--- config.mk ---
export PLATFORM = sky130hd
export DESIGN_NAME = fan_ramp_ctrl
export DESIGN_NICKNAME = d
export VERILOG_FILES = /design/src/rtl/fan_ctrl_pkg.sv /design/src/rtl/fan_tick_gen.sv /design/src/rtl/fan_ramp_ctrl.sv
export SDC_FILE = /design/constraint.sdc
export NUM_CORES = 1
export LEC_CHECK = 0
export CORE_ASPECT_RATIO = 0.75
export CORE_UTILIZATION = 55
export CTS_CLUSTER_DIAMETER = 40
export DETAILED_ROUTE_END_ITERATION = 8
export GPL_ROUTABILITY_DRIVEN = 0
export GPL_TIMING_DRIVEN = 1
export PLACE_DENSITY = 0.78
export SYNTH_ARGS = -nofsm -noshare
export SYNTH_HDL_FRONTEND = slang
export SYNTH_SLANG_ARGS = --single-unit
--- constraint.sdc ---
create_clock -name clk_in -period 6.85 [get_ports clk_in]
set_input_delay 1.37 -clock clk_in [delete_from_list [all_inputs] [get_ports clk_in]]
set_output_delay 1.37 -clock clk_in [all_outputs]
set_load 0.01 [all_outputs]
--- src/rtl/fan_ctrl_pkg.sv ---
// Shared types and constants for the fan controller blocks.
package fan_ctrl_pkg;

  localparam int unsigned DUTY_W = 8;

  // Speed-level request encoding.
  localparam logic [1:0] LVL_OFF  = 2'd0;
  localparam logic [1:0] LVL_LOW  = 2'd1;
  localparam logic [1:0] LVL_MID  = 2'd2;
  localparam logic [1:0] LVL_FULL = 2'd3;

  localparam logic [DUTY_W-1:0] DUTY_MAX = '1;

  typedef enum logic [2:0] {
    StIdle,
    StRampUp,
    StRampDown,
    StHold,
    StKick
  } fan_state_e;

endpackage

--- src/rtl/fan_tick_gen.sv ---
// Free-running prescaler: one-cycle tick every TICK_DIV clk_in cycles.
module fan_tick_gen #(
  parameter int unsigned TICK_DIV = 1000
) (
  input  logic clk_in,
  input  logic rst_n,
  output logic tick
);

  localparam int unsigned CntW   = (TICK_DIV > 2) ? $clog2(TICK_DIV) : 1;
  localparam logic [CntW-1:0] CntMax = CntW'(TICK_DIV - 1);

  if (TICK_DIV < 2) begin : g_bad_div
    $error("fan_tick_gen: TICK_DIV must be at least 2");
  end

  logic [CntW-1:0] cnt_q, cnt_d;

  assign tick = (cnt_q == CntMax);

  // Wrap at TICK_DIV-1; requests never touch this counter.
  always_comb begin
    cnt_d = tick ? '0 : cnt_q + CntW'(1);
  end

  // Counter register.
  always_ff @(posedge clk_in or negedge rst_n) begin
    if (!rst_n) begin
      cnt_q <= '0;
    end else begin
      cnt_q <= cnt_d;
    end
  end

endmodule

--- src/rtl/fan_ramp_ctrl.sv ---
// Fan speed sequencer: accepts level requests, ramps duty one STEP per tick,
// and drives a registered PWM pin. Optional kickstart (full duty for
// KICK_TICKS ticks on spin-up from zero) is enabled by FAN_KICKSTART_EN.
module fan_ramp_ctrl
  import fan_ctrl_pkg::*;
#(
  parameter int unsigned TICK_DIV   = 1000,
  parameter int unsigned STEP       = 8,
  parameter int unsigned LOW_DUTY   = 64,
  parameter int unsigned MID_DUTY   = 160,
  parameter int unsigned KICK_TICKS = 4
) (
  input  logic              clk_in,
  input  logic              rst_n,
  input  logic              req_valid,
  input  logic [1:0]        req_level,
  output logic              req_ready,
  input  logic              estop,
  output logic              pwm_out,
  output logic [DUTY_W-1:0] duty_cur,
  output logic              busy
);

  localparam logic [DUTY_W-1:0] StepV   = DUTY_W'(STEP);
  localparam logic [DUTY_W-1:0] LowDuty = DUTY_W'(LOW_DUTY);
  localparam logic [DUTY_W-1:0] MidDuty = DUTY_W'(MID_DUTY);

  if (STEP < 1 || STEP > 255 || KICK_TICKS < 1) begin : g_bad_param
    $error("fan_ramp_ctrl: STEP must be 1..255 and KICK_TICKS at least 1");
  end

  function automatic logic [DUTY_W-1:0] level_duty(input logic [1:0] lvl);
    case (lvl)
      LVL_OFF:  return '0;
      LVL_LOW:  return LowDuty;
      LVL_MID:  return MidDuty;
      default:  return DUTY_MAX;
    endcase
  endfunction

  fan_state_e        state_q, state_d;
  logic [DUTY_W-1:0] duty_q, duty_d;
  logic [DUTY_W-1:0] target_q, target_d;
  logic [DUTY_W-1:0] pwm_cnt_q;
  logic              pwm_q;
  logic              tick;
  logic              accept;
  logic [DUTY_W-1:0] req_duty;

`ifdef FAN_KICKSTART_EN
  localparam int unsigned KickW = $clog2(KICK_TICKS + 1);
  localparam logic [KickW-1:0] KickLast = KickW'(KICK_TICKS - 1);
  logic [KickW-1:0] kick_cnt_q, kick_cnt_d;
`endif

  fan_tick_gen #(
    .TICK_DIV (TICK_DIV)
  ) u_tick_gen (
    .clk_in (clk_in),
    .rst_n  (rst_n),
    .tick   (tick)
  );

  assign req_ready = ((state_q == StIdle) || (state_q == StHold)) && !estop;
  assign accept    = req_valid && req_ready;
  assign req_duty  = level_duty(req_level);
  assign busy      = (state_q == StRampUp) || (state_q == StRampDown) || (state_q == StKick);
  assign duty_cur  = duty_q;
  assign pwm_out   = pwm_q;

  // Next-state: estop overrides everything; ramps advance only on tick.
  always_comb begin
    state_d  = state_q;
    duty_d   = duty_q;
    target_d = target_q;
`ifdef FAN_KICKSTART_EN
    kick_cnt_d = kick_cnt_q;
`endif
    if (estop) begin
      state_d  = StIdle;
      duty_d   = '0;
      target_d = '0;
`ifdef FAN_KICKSTART_EN
      kick_cnt_d = '0;
`endif
    end else begin
      case (state_q)
        StIdle, StHold: begin
          if (accept) begin
            target_d = req_duty;
`ifdef FAN_KICKSTART_EN
            if (duty_q == '0 && req_duty != '0) begin
              state_d    = StKick;
              duty_d     = DUTY_MAX;
              kick_cnt_d = '0;
            end else
`endif
            if (req_duty > duty_q) begin
              state_d = StRampUp;
            end else if (req_duty < duty_q) begin
              state_d = StRampDown;
            end else begin
              state_d = (req_duty == '0) ? StIdle : StHold;
            end
          end
        end
        StRampUp: begin
          if (tick) begin
            // target > duty here, so the difference cannot underflow.
            if ((target_q - duty_q) <= StepV) begin
              duty_d  = target_q;
              state_d = StHold;
            end else begin
              duty_d = duty_q + StepV;
            end
          end
        end
        StRampDown: begin
          if (tick) begin
            if ((duty_q - target_q) <= StepV) begin
              duty_d  = target_q;
              state_d = (target_q == '0) ? StIdle : StHold;
            end else begin
              duty_d = duty_q - StepV;
            end
          end
        end
`ifdef FAN_KICKSTART_EN
        StKick: begin
          if (tick) begin
            if (kick_cnt_q == KickLast) begin
              duty_d  = target_q;
              state_d = StHold;
            end else begin
              kick_cnt_d = kick_cnt_q + KickW'(1);
            end
          end
        end
`endif
        default: begin
          state_d = StIdle;
        end
      endcase
    end
  end

  // Control state registers.
  always_ff @(posedge clk_in or negedge rst_n) begin
    if (!rst_n) begin
      state_q  <= StIdle;
      duty_q   <= '0;
      target_q <= '0;
    end else begin
      state_q  <= state_d;
      duty_q   <= duty_d;
      target_q <= target_d;
    end
  end

`ifdef FAN_KICKSTART_EN
  // Kickstart tick counter.
  always_ff @(posedge clk_in or negedge rst_n) begin
    if (!rst_n) begin
      kick_cnt_q <= '0;
    end else begin
      kick_cnt_q <= kick_cnt_d;
    end
  end
`endif

  // PWM: full duty forces constant high, otherwise compare against the counter.
  always_ff @(posedge clk_in or negedge rst_n) begin
    if (!rst_n) begin
      pwm_cnt_q <= '0;
      pwm_q     <= 1'b0;
    end else begin
      pwm_cnt_q <= pwm_cnt_q + DUTY_W'(1);
      pwm_q     <= (duty_q == DUTY_MAX) || (pwm_cnt_q < duty_q);
    end
  end

endmodule

==> impl_metrics.toml, run 1 <==
[floorplanning]
die_x_um = 81.6
fp.dieH_um = 61.7
die-area_mm2 = 0.00503
rows = 21
initial_core_util_pct = 57.8
io_pins = 17
core_mm2 = 0.00452

[setup_path]
rrSetupSlack_ns = 3.54
setup.worst_path.start = "estop"
startpoint_type = "input pin"
reg2reg_to = "state_q[1]"
required_ns = 5.48
worst_ep_arrival_time_ns = 2.77
setup.worst_path.end = "req_ready"
worst-setup-path-type = "input pin to output port"
cp_max_fo = 11
crit_path_end_kind = "output port"
reg2reg_depth = 10
reg2reg_from = "duty_cur[1]"

[global_route]
grt_usage_pct = 25.1
globalRouteOverflowTotal = 0
grt_pass1_vias = 2096
grt_max_degree = 31
grt_pass1_wl_um = 9580
antenna_found_initial = 0

[power_and_ir_drop]
leakagePower_nw = 1.28
p_per_area_mw_per_mm2 = 265
vdd_drop_max_uv = 155
total_power_mw = 0.758

[timing]
drv_slew = 0
setup_violations = 0
hold_slack_ns = 0.477
hold_viol = 0
fin_crit_ns = 4.14
layout_setup_ws_ns = 2.71
slew_headroom_pct = 60.9
clock_skew_ns = 0.00615
worstMarginPinSlew_ns = 0.586
finalSetupTns_ns = 0
fin_crit_sh_pct = 60.4
max_freq_mhz = 242
rsz0062_at_grt = "no"

[yosys]
synthTopCellsByArea = "dfrtp_1 (29%), ha_1 (15%), nand3_1 (4.2%), a21oi_1 (3.4%), mux2i_1 (3.4%)"
yosys.area.top_type = "dfrtp_1"
synth_top_area_share_pct = 28.7
yosysMostFrequentCell = "ha_1"
syn_area_mm2 = 0.00261
synth_nets = 335
synth_seq_cells = 30
yosys_warnings = 0
synth.avg_cell_area_um2 = 8.82
yosysUniqueCellTypes = 52
synth-main-ff-cell = "dfrtp_1"
synth_edf_count = 0
synth_commonest_cells = "ha_1 (31), dfrtp_1 (30), nand3_1 (22)"
synth_cells = 296
ys_seq_area_share_pct = 28.7
ys_async_sr_fraction_pct = 100

[status]
status = "complete, no violations"

[drt]
detail_route.wl_per_cell_um = 15.5
drc = 0
drt_wl_total_um = 5650
vias = 2249
via_per_inst = 6.18
final_antenna_net_count = 0
drtIter0Drc = 208
firstDrtPassIters = 4

[placed_design]
port_buffers = 16
place_ws_ns = 2.72
dp_hpwl_um = 4180
dp.cells = 357

[clock_tree]
numCtsBuffers = 5
ctsResizeCount = 0
cts_buffer_depth = 2
postCtsHoldBufs = 0
clkLatencyLatePin_ns = 0.28
post_cts_buffers = 0
clk_root_buffer_cell = "clkbuf_8"
clk_pin_slew_ns = 0.06
cts_tree = "built"
htreeDepth = 2
cts_sinks = 30

[cells_and_area]
fin_nets = 346
drive_above_1_share_pct = 6.51
areaGrowthSynthToFinish_pct = 9.34
diodes = 0
final_cells = 364

[job]
cap_viol_max_count = 0

[min_path]
hp-class = "flop to flop"
metal layers:
layer	track usage (%)	up-vias	share of wire, %
met1	36.7	1071	51
met4	5.10	0	0.96
met5	0	-	0
met2	37.9	83	42
li1	-	1088	-
met3	5.63	7	6.1
kinds of logic (layout without fill, tap and decap cells):
kind of cell | after synthesis | in the layout | share of synthesized area (%)
fa+ha+maj | 33 | 33 | 16.4
compound gates | 76 | 76 | 20.0
mux | 10 | 10 | 3.88
flops | 30 | 30 | 28.7
xor+xnor | 17 | 17 | 5.99
buf+inv | 32 | 43 | 5.56
simple gates | 98 | 98 | 19.4
sequential cells by signal, summed over array words and instances (netlist names):
register and flops:
duty_cur 6, target_q 3, pwm_out 1, u_tick_gen.cnt_q 10, state_q 2, pwm_cnt_q 8
power by group:
part / leakage (nW) / switching (mW) / internal, mW
sequential: 0.386 / 0.0163 / 0.187
combinational: 0.846 / 0.243 / 0.179
clock: 0.0438 / 0.0633 / 0.0680
total: 1.28 / 0.323 / 0.435
cells in the final DEF, fill, tap and decap left out, drive strengths merged, types with 10 or more instances in the layout:
| cell | synthesis | final |
|---|---|---|
| ha | 31 | 31 |
| dfrtp | 30 | 30 |
| nand3 | 22 | 22 |
| nand2 | 22 | 22 |
| nor2 | 21 | 21 |
| inv | 19 | 19 |
| a21oi | 19 | 19 |
| o21ai | 16 | 16 |
| clkdlybuf4s50 | 0 | 16 |
| xnor2 | 10 | 10 |
worst min path at each step:
stage | start | to | slack, ns | cells past startpoint
6_report | u_tick_gen.cnt_q[9] | u_tick_gen.cnt_q[9] | 0.48 | 1
5_1_grt | pwm_cnt_q[7] | pwm_cnt_q[7] | 0.49 | 1
4_1_cts | u_tick_gen.cnt_q[9] | u_tick_gen.cnt_q[9] | 0.48 | 1
3_5_place_dp | u_tick_gen.cnt_q[9] | u_tick_gen.cnt_q[9] | 0.46 | 1
3_3_place_gp | pwm_cnt_q[7] | pwm_cnt_q[7] | 0.47 | 1
2_1_floorplan | u_tick_gen.cnt_q[9] | u_tick_gen.cnt_q[9] | 0.44 | 1
metrics by stage:
| stage | area [µm²] | util (%) |
|---|---|---|
| detailed placement | 2780 | 61.4 |
| finish | 2860 | 63.2 |
| global route | 2860 | 63.2 |
| CTS | 2860 | 63.2 |
| global placement | 2780 | 61.4 |
| floorplan | 2610 | - |
final cells by class:
class / count / area [µm²]
inverters: 19 / 71.3
multi-input cells: 234 / 1720
clock inverters: 2 / 10.0
fillers: 386 / 1660
well taps: 57 / 71.3
repair buffers: 17 / 168
flip-flops and latches: 30 / 751
clock buffers: 5 / 68.8
worst max-delay path: stages:
cell             delay, ns
clkdlybuf4s50_1       0.59
nor2_1                0.24
clkdlybuf4s50_1       0.56
No activity file was read; power rests on OpenSTA's default activity.
==> run 2: changes to the inputs <==
==> constraint.sdc (replaced) <==
create_clock -name clk_in -period 4.1 [get_ports clk_in]
set_input_delay 0.82 -clock clk_in [delete_from_list [all_inputs] [get_ports clk_in]]
set_output_delay 0.82 -clock clk_in [all_outputs]
set_load 0.01 [all_outputs]
==> run 2 against run 1 <==
  * Global-route usage is 0.43 points lower
  * Power is 69% higher
  * Register-to-register slack worse by 2.6 ns
  * Final cell count is 0.27% higher
  * Critical path type is now flop to flop
  * Wire length is 0.18% lower
  * Non-clock buffer count stayed put
  * Clock power is 83% higher
  * Flip-flop and latch count stayed put
  * Sequential share of layout area is 0.11 points lower
==> impl_metrics.toml, run 2 (synthesis results as in run 1) <==
[global_route]
grt_pass1_wl_um = 9290
globalRouteOverflowTotal = 0
grt_pass1_vias = 2020
antenna_found_initial = 0
grt_max_degree = 31
grt_usage_pct = 24.7

[floorplanning]
core_mm2 = 0.00452
fp.dieH_um = 61.7
die_x_um = 81.6
rows = 21
io_pins = 17
die-area_mm2 = 0.00503
initial_core_util_pct = 57.8

[status]
status = "complete, no violations"

[min_path]
worstHoldStart = "pwm_cnt_q[7]"
hp-class = "flop to flop"

[setup_path]
worst-setup-path-type = "flop to flop"
reg2reg_from = "duty_cur[1]"
cp_slowest_cell = "dfrtp_1"
cp_common_cell = "inv_1"
setup.worst_path.start = "duty_cur[1]"
crit_chain = "inv_1 -> ha_1 -> inv_1 -> fa_1 -> a21boi_0 -> mux2i_1 -> and4bb_1 -> nand2_2 -> a22oi_1 -> mux2_2"
startpoint_type = "flop"
crit_path_end_kind = "flop"
required_ns = 4.26
cp_max_fo = 11
worst_ep_arrival_time_ns = 3.33
slowest_delay_ns = 0.49

[timing]
fin_crit_sh_pct = 77.3
drv_slew = 0
worstMarginPinSlew_ns = 0.556
max_freq_mhz = 316
finalSetupTns_ns = 0
layout_setup_ws_ns = 0.932
clock_skew_ns = 0.00757
setup_violations = 0
hold_viol = 0
slew_headroom_pct = 62.9
fin_crit_ns = 3.17
rsz0062_at_grt = "no"

[cells_and_area]
areaGrowthSynthToFinish_pct = 9.82
final_cell_mix = "ha_1 (31), dfrtp_1 (30), nand3_1 (22)"
top_register = "u_tick_gen.cnt_q"
largest_reg_flops = 10
diodes = 0
utilization_pct = 63.5
drive_above_1_share_pct = 6.49
fin_nets = 346
final_common_cell = "ha_1"
num-fill-cells = 387

[power_and_ir_drop]
p_int_mw = 0.748
clock_power_share_pct = 18.7
p_per_area_mw_per_mm2 = 447
power_frac_comb_pct = 54.6
swShare_pct = 41.7
vdd_drop_max_uv = 264
pwr-share-seq_pct = 26.6
p_switching_mw = 0.535
leakagePower_nw = 1.28

[drt]
drt_wl_total_um = 5640
detail_route.wl_per_cell_um = 15.4
vias = 2234
final_antenna_net_count = 0
firstDrtPassIters = 5
drc = 0
drtIter0Drc = 126
via_per_inst = 6.12

[clock_tree]
post_cts_buffers = 0
cts_buffer_depth = 2
clkLatencyLatePin_ns = 0.28
clk_root_buffer_cell = "clkbuf_8"
ctsResizeCount = 0
cts_sinks = 30
numCtsBuffers = 5
htreeDepth = 2
cts_tree = "built"
clk_pin_slew_ns = 0.07
postCtsHoldBufs = 0

[placed_design]
port_buffers = 16
place_ws_ns = 0.960
dp_hpwl_um = 4250

[job]
cap_viol_max_count = 0
run 2: cell types whose count changed in the layout (fill, tap and decap cells not counted):
cell	before	now
clkbuf_1	0	1
clkbuf_8	5	6
clkinv_2	2	1
run 2: power groups by stage:
stage / clock network, mW / registers, mW / logic, mW
finish: 0.240 / 0.342 / 0.701
global route: 0.263 / 0.344 / 0.771
CTS: 0.247 / 0.341 / 0.689
detailed placement: 0 / 0.345 / 0.683
global placement: 0 / 0.345 / 0.679
floorplan: 0 / 0.337 / 0.546
run 2: through the flow:
step	hold slack, ns	instance area [µm²]	total power, mW	cells
final	0.484	2870	1.28	365
after global routing	0.489	2870	1.38	365
after CTS	0.487	2870	1.28	365
after detailed placement	0.478	2780	1.03	357
after global placement	0.469	2780	1.02	357
after floorplan	0.444	2610	0.883	296
run 2: final cells by class:
cell class / instances / area, µm² / area share (%)
Clock buffer: 7 / 86.3 / 3.01
Clock inverter: 1 / 5.00 / 0.175
Inverter: 19 / 71.3 / 2.49
Multi-Input combinational cell: 234 / 1720 / 59.8
Sequential cell: 30 / 751 / 26.2
Tap cell: 57 / 71.3 / 2.49
Timing Repair Buffer: 17 / 168 / 5.85
run 2: path summary, 6_finish.rpt:
check / to / depth (start not counted) / slack (ns)
max: state_q[1] / 10 / 0.93
min: pwm_cnt_q[7] / 1 / 0.48
max reg2reg: state_q[1] / 10 / 0.93
min reg2reg: pwm_cnt_q[7] / 1 / 0.48
max in group asynchronous: target_q[5] / 2 / 2.89
min in group asynchronous: pwm_cnt_q[7] / 2 / 0.93
run 2: worst max-delay path: cells and delay by family (launching register included):
family / cells / cell delay [ns]
adders and majority gates: 2 / 0.72
AOI/OAI and AO/OA: 2 / 0.51
DFF: 1 / 0.49
and+or+nand+nor: 2 / 0.48
muxes: 2 / 0.46
buffers and inverters: 2 / 0.41
run 2: per-layer routing:
layer  vias to the layer above  wire, µm  part of all wire (%)  global-route usage (%)
li1                       1089         -                     -                       -
met1                      1082      2890                    51                    35.1
met2                        61      2430                    43                    39.9
met3                         2       300                   5.3                    4.89
met4                         0        14                  0.25                    3.32
met5                         -         0                     0                       0
==> run 3: changes to the inputs <==
--- a/config.mk
+++ b/config.mk
@@ -6,12 +6,12 @@
 export NUM_CORES = 1
 export LEC_CHECK = 0
 export CORE_ASPECT_RATIO = 0.75
-export CORE_UTILIZATION = 55
+export CORE_UTILIZATION = 54
 export CTS_CLUSTER_DIAMETER = 40
 export DETAILED_ROUTE_END_ITERATION = 8
 export GPL_ROUTABILITY_DRIVEN = 0
 export GPL_TIMING_DRIVEN = 1
-export PLACE_DENSITY = 0.78
+export PLACE_DENSITY = 0.8
 export SYNTH_ARGS = -nofsm -noshare
 export SYNTH_HDL_FRONTEND = slang
 export SYNTH_SLANG_ARGS = --single-unit
==> constraint.sdc (replaced) <==
create_clock -name clk_in -period 2.7 [get_ports clk_in]
set_input_delay 0.54 -clock clk_in [delete_from_list [all_inputs] [get_ports clk_in]]
set_output_delay 0.54 -clock clk_in [all_outputs]
set_load 0.01 [all_outputs]
==> run 3 against run 2 <==
  * Critical path depth stayed put
  * Register-to-register slack worse by 0.86 ns
  * Power up 85%
  * Combinational power up 100%
  * Clock skew increased by 0.0073 ns
  * Global-route usage is 4.3 points higher
  * Critical endpoint is now duty_cur[4]
  * Worst hold slack improved by 0.0094 ns
  * Core utilization is 7.0 points higher
==> impl_metrics.toml, run 3 (synthesis results as in run 1) <==
[floorplanning]
rows = 21
die-area_mm2 = 0.00512
fp.dieH_um = 62.2
die_x_um = 82.3
core_mm2 = 0.00455
initial_core_util_pct = 57.4
io_pins = 17

[setup_path]
worst-setup-path-type = "flop to flop"
startpoint_type = "flop"
crit_chain = "ha_4 -> inv_2 -> fa_2 -> a21oi_2 -> mux2i_1 -> and4bb_2 -> nand2_4 -> buf_6 -> mux2i_1 -> a221o_1"
crit_path_end_kind = "flop"
worst_ep_arrival_time_ns = 2.81
reg2reg_from = "target_q[4]"
cp_slowest_cell = "dfrtp_2"
required_ns = 2.88
cp_common_cell = "mux2i_1"
setup.worst_path.start = "target_q[4]"
cp_max_fo = 8
slowest_delay_ns = 0.47

[status]
status = "complete, no violations"

[drt]
firstDrtPassIters = 5
drc = 0
final_antenna_net_count = 0
drtIter0Drc = 316
detail_route.wl_per_cell_um = 17.3
via_per_inst = 6.25
drt_wl_total_um = 6880
vias = 2486

[cells_and_area]
final_cell_mix = "buf_4 (33), ha_1 (27), dfrtp_1 (27)"
drive_above_1_share_pct = 21.7
num-fill-cells = 344
areaGrowthSynthToFinish_pct = 22.6
multi_input_area_mm2 = 0.00178
largest_reg_flops = 10
fin_nets = 379
diodes = 0
final_common_cell = "buf_4"
final_area_mm2 = 0.00320
seqCellArea_um2 = 754
top_register = "u_tick_gen.cnt_q"

[clock_tree]
numCtsBuffers = 5
cts_buffer_depth = 2
cts_sinks = 30
htreeDepth = 2
clkLatencyLatePin_ns = 0.29
clk_pin_slew_ns = 0.08
cts_tree = "built"
clk_root_buffer_cell = "clkbuf_8"

[global_route]
gr-usage-met1_pct = 40.6
grtUsageMet3_pct = 9.71
grt_max_degree = 19
antenna_found_initial = 0
grt-busiest-layer = "met2"
grt_pass1_vias = 2437
globalRouteOverflowTotal = 0
grt_usage_pct = 29.0
grtUsageMet2_pct = 42.0
grt_pass1_wl_um = 11300

[power_and_ir_drop]
p_per_area_mw_per_mm2 = 743
vdd_drop_max_uv = 571
leakagePower_nw = 1.45
total_power_mw = 2.38

[timing]
fin_crit_sh_pct = 97.4
drv_slew = 0
fin_crit_ns = 2.63
worstMarginPinSlew_ns = 0.907
finalSetupTns_ns = 0
max_freq_mhz = 380
clock_skew_ns = 0.0149
slew_headroom_pct = 39.4
setup_violations = 0
hold_viol = 0

[min_path]
hp-class = "flop to flop"
worstHoldStart = "pwm_cnt_q[0]"

[placed_design]
placed_area_mm2 = 0.00300
dp_hpwl_um = 4950
port_buffers = 16

[job]
cap_viol_max_count = 0
-- run 3: changes by cell type in the layout (fill, tap and decap cells not counted), moves of 4 or more --
cell	change
buf_4	+32
ha_1	-4
inv_2	+4
inv_1	-4
-- run 3: report_power, final --
part / internal (mW) / total, mW / switching [mW]
clock: 0.271 / 0.454 / 0.183
sequential: 0.477 / 0.503 / 0.0260
combinational: 0.661 / 1.42 / 0.760
total: 1.41 / 2.38 / 0.969
-- run 3: final timing paths --
path | endpoint | slack [ns] | depth (start not counted)
setup reg to reg | duty_cur[4] | 0.07 | 10
min in group asynchronous | pwm_out | 0.75 | 1
hold reg to reg | pwm_cnt_q[0] | 0.49 | 1
max in group asynchronous | u_tick_gen.cnt_q[4] | 1.26 | 2
setup / recovery | duty_cur[4] | 0.07 | 10
hold / removal | pwm_cnt_q[0] | 0.49 | 1
-- run 3: per-stage QoR --
stage	worst slack, ns	hold WS (ns)	util (%)	instances
2_1_floorplan	0.00879	0.244	-	296
3_3_place_gp	0.0345	0.471	65.9	386
3_5_place_dp	-0.0320	0.480	65.9	386
4_1_cts	0.0203	0.490	68.5	394
5_1_grt	-0.0192	0.509	70.4	398
6_report	0.0704	0.493	70.4	398
-- run 3: area by class of cell --
cell class                 instances  share of cell area [%]
inverter                          19                    2.23
tap                               57                    2.23
sequential                        30                    23.6
timing repair buffer              50                    13.1
multi-input combinational        234                    55.5
clock inverter                     3                    1.25
clock buffer                       5                    2.15
-- run 3: critical path: cells and delay by family, from the launching register on --
kind / cells / cell delay [ns]
AO/OA/AOI/OAI: 2 / 0.50
adder cells (fa/ha/maj): 2 / 0.66
buffers and inverters: 2 / 0.23
flip-flops: 1 / 0.47
multiplexers: 2 / 0.21
AND/OR/NAND/NOR: 2 / 0.45
-- run 3: layer usage --
| layer | vias to the layer above | wire length [µm] |
|---|---|---|
| met4 | 0 | 91 |
| met2 | 120 | 3040 |
| met3 | 14 | 707 |
| met1 | 1189 | 3040 |
| met5 | - | 0 |
| li1 | 1163 | - |
-- run 3: timing repair --
item                                    CTS  global route
pin swaps                                 0             8
endpoints found under the setup margin    1             8
gates resized for setup                   2            24
buffers inserted                          0             4
hold buffers                              0             0
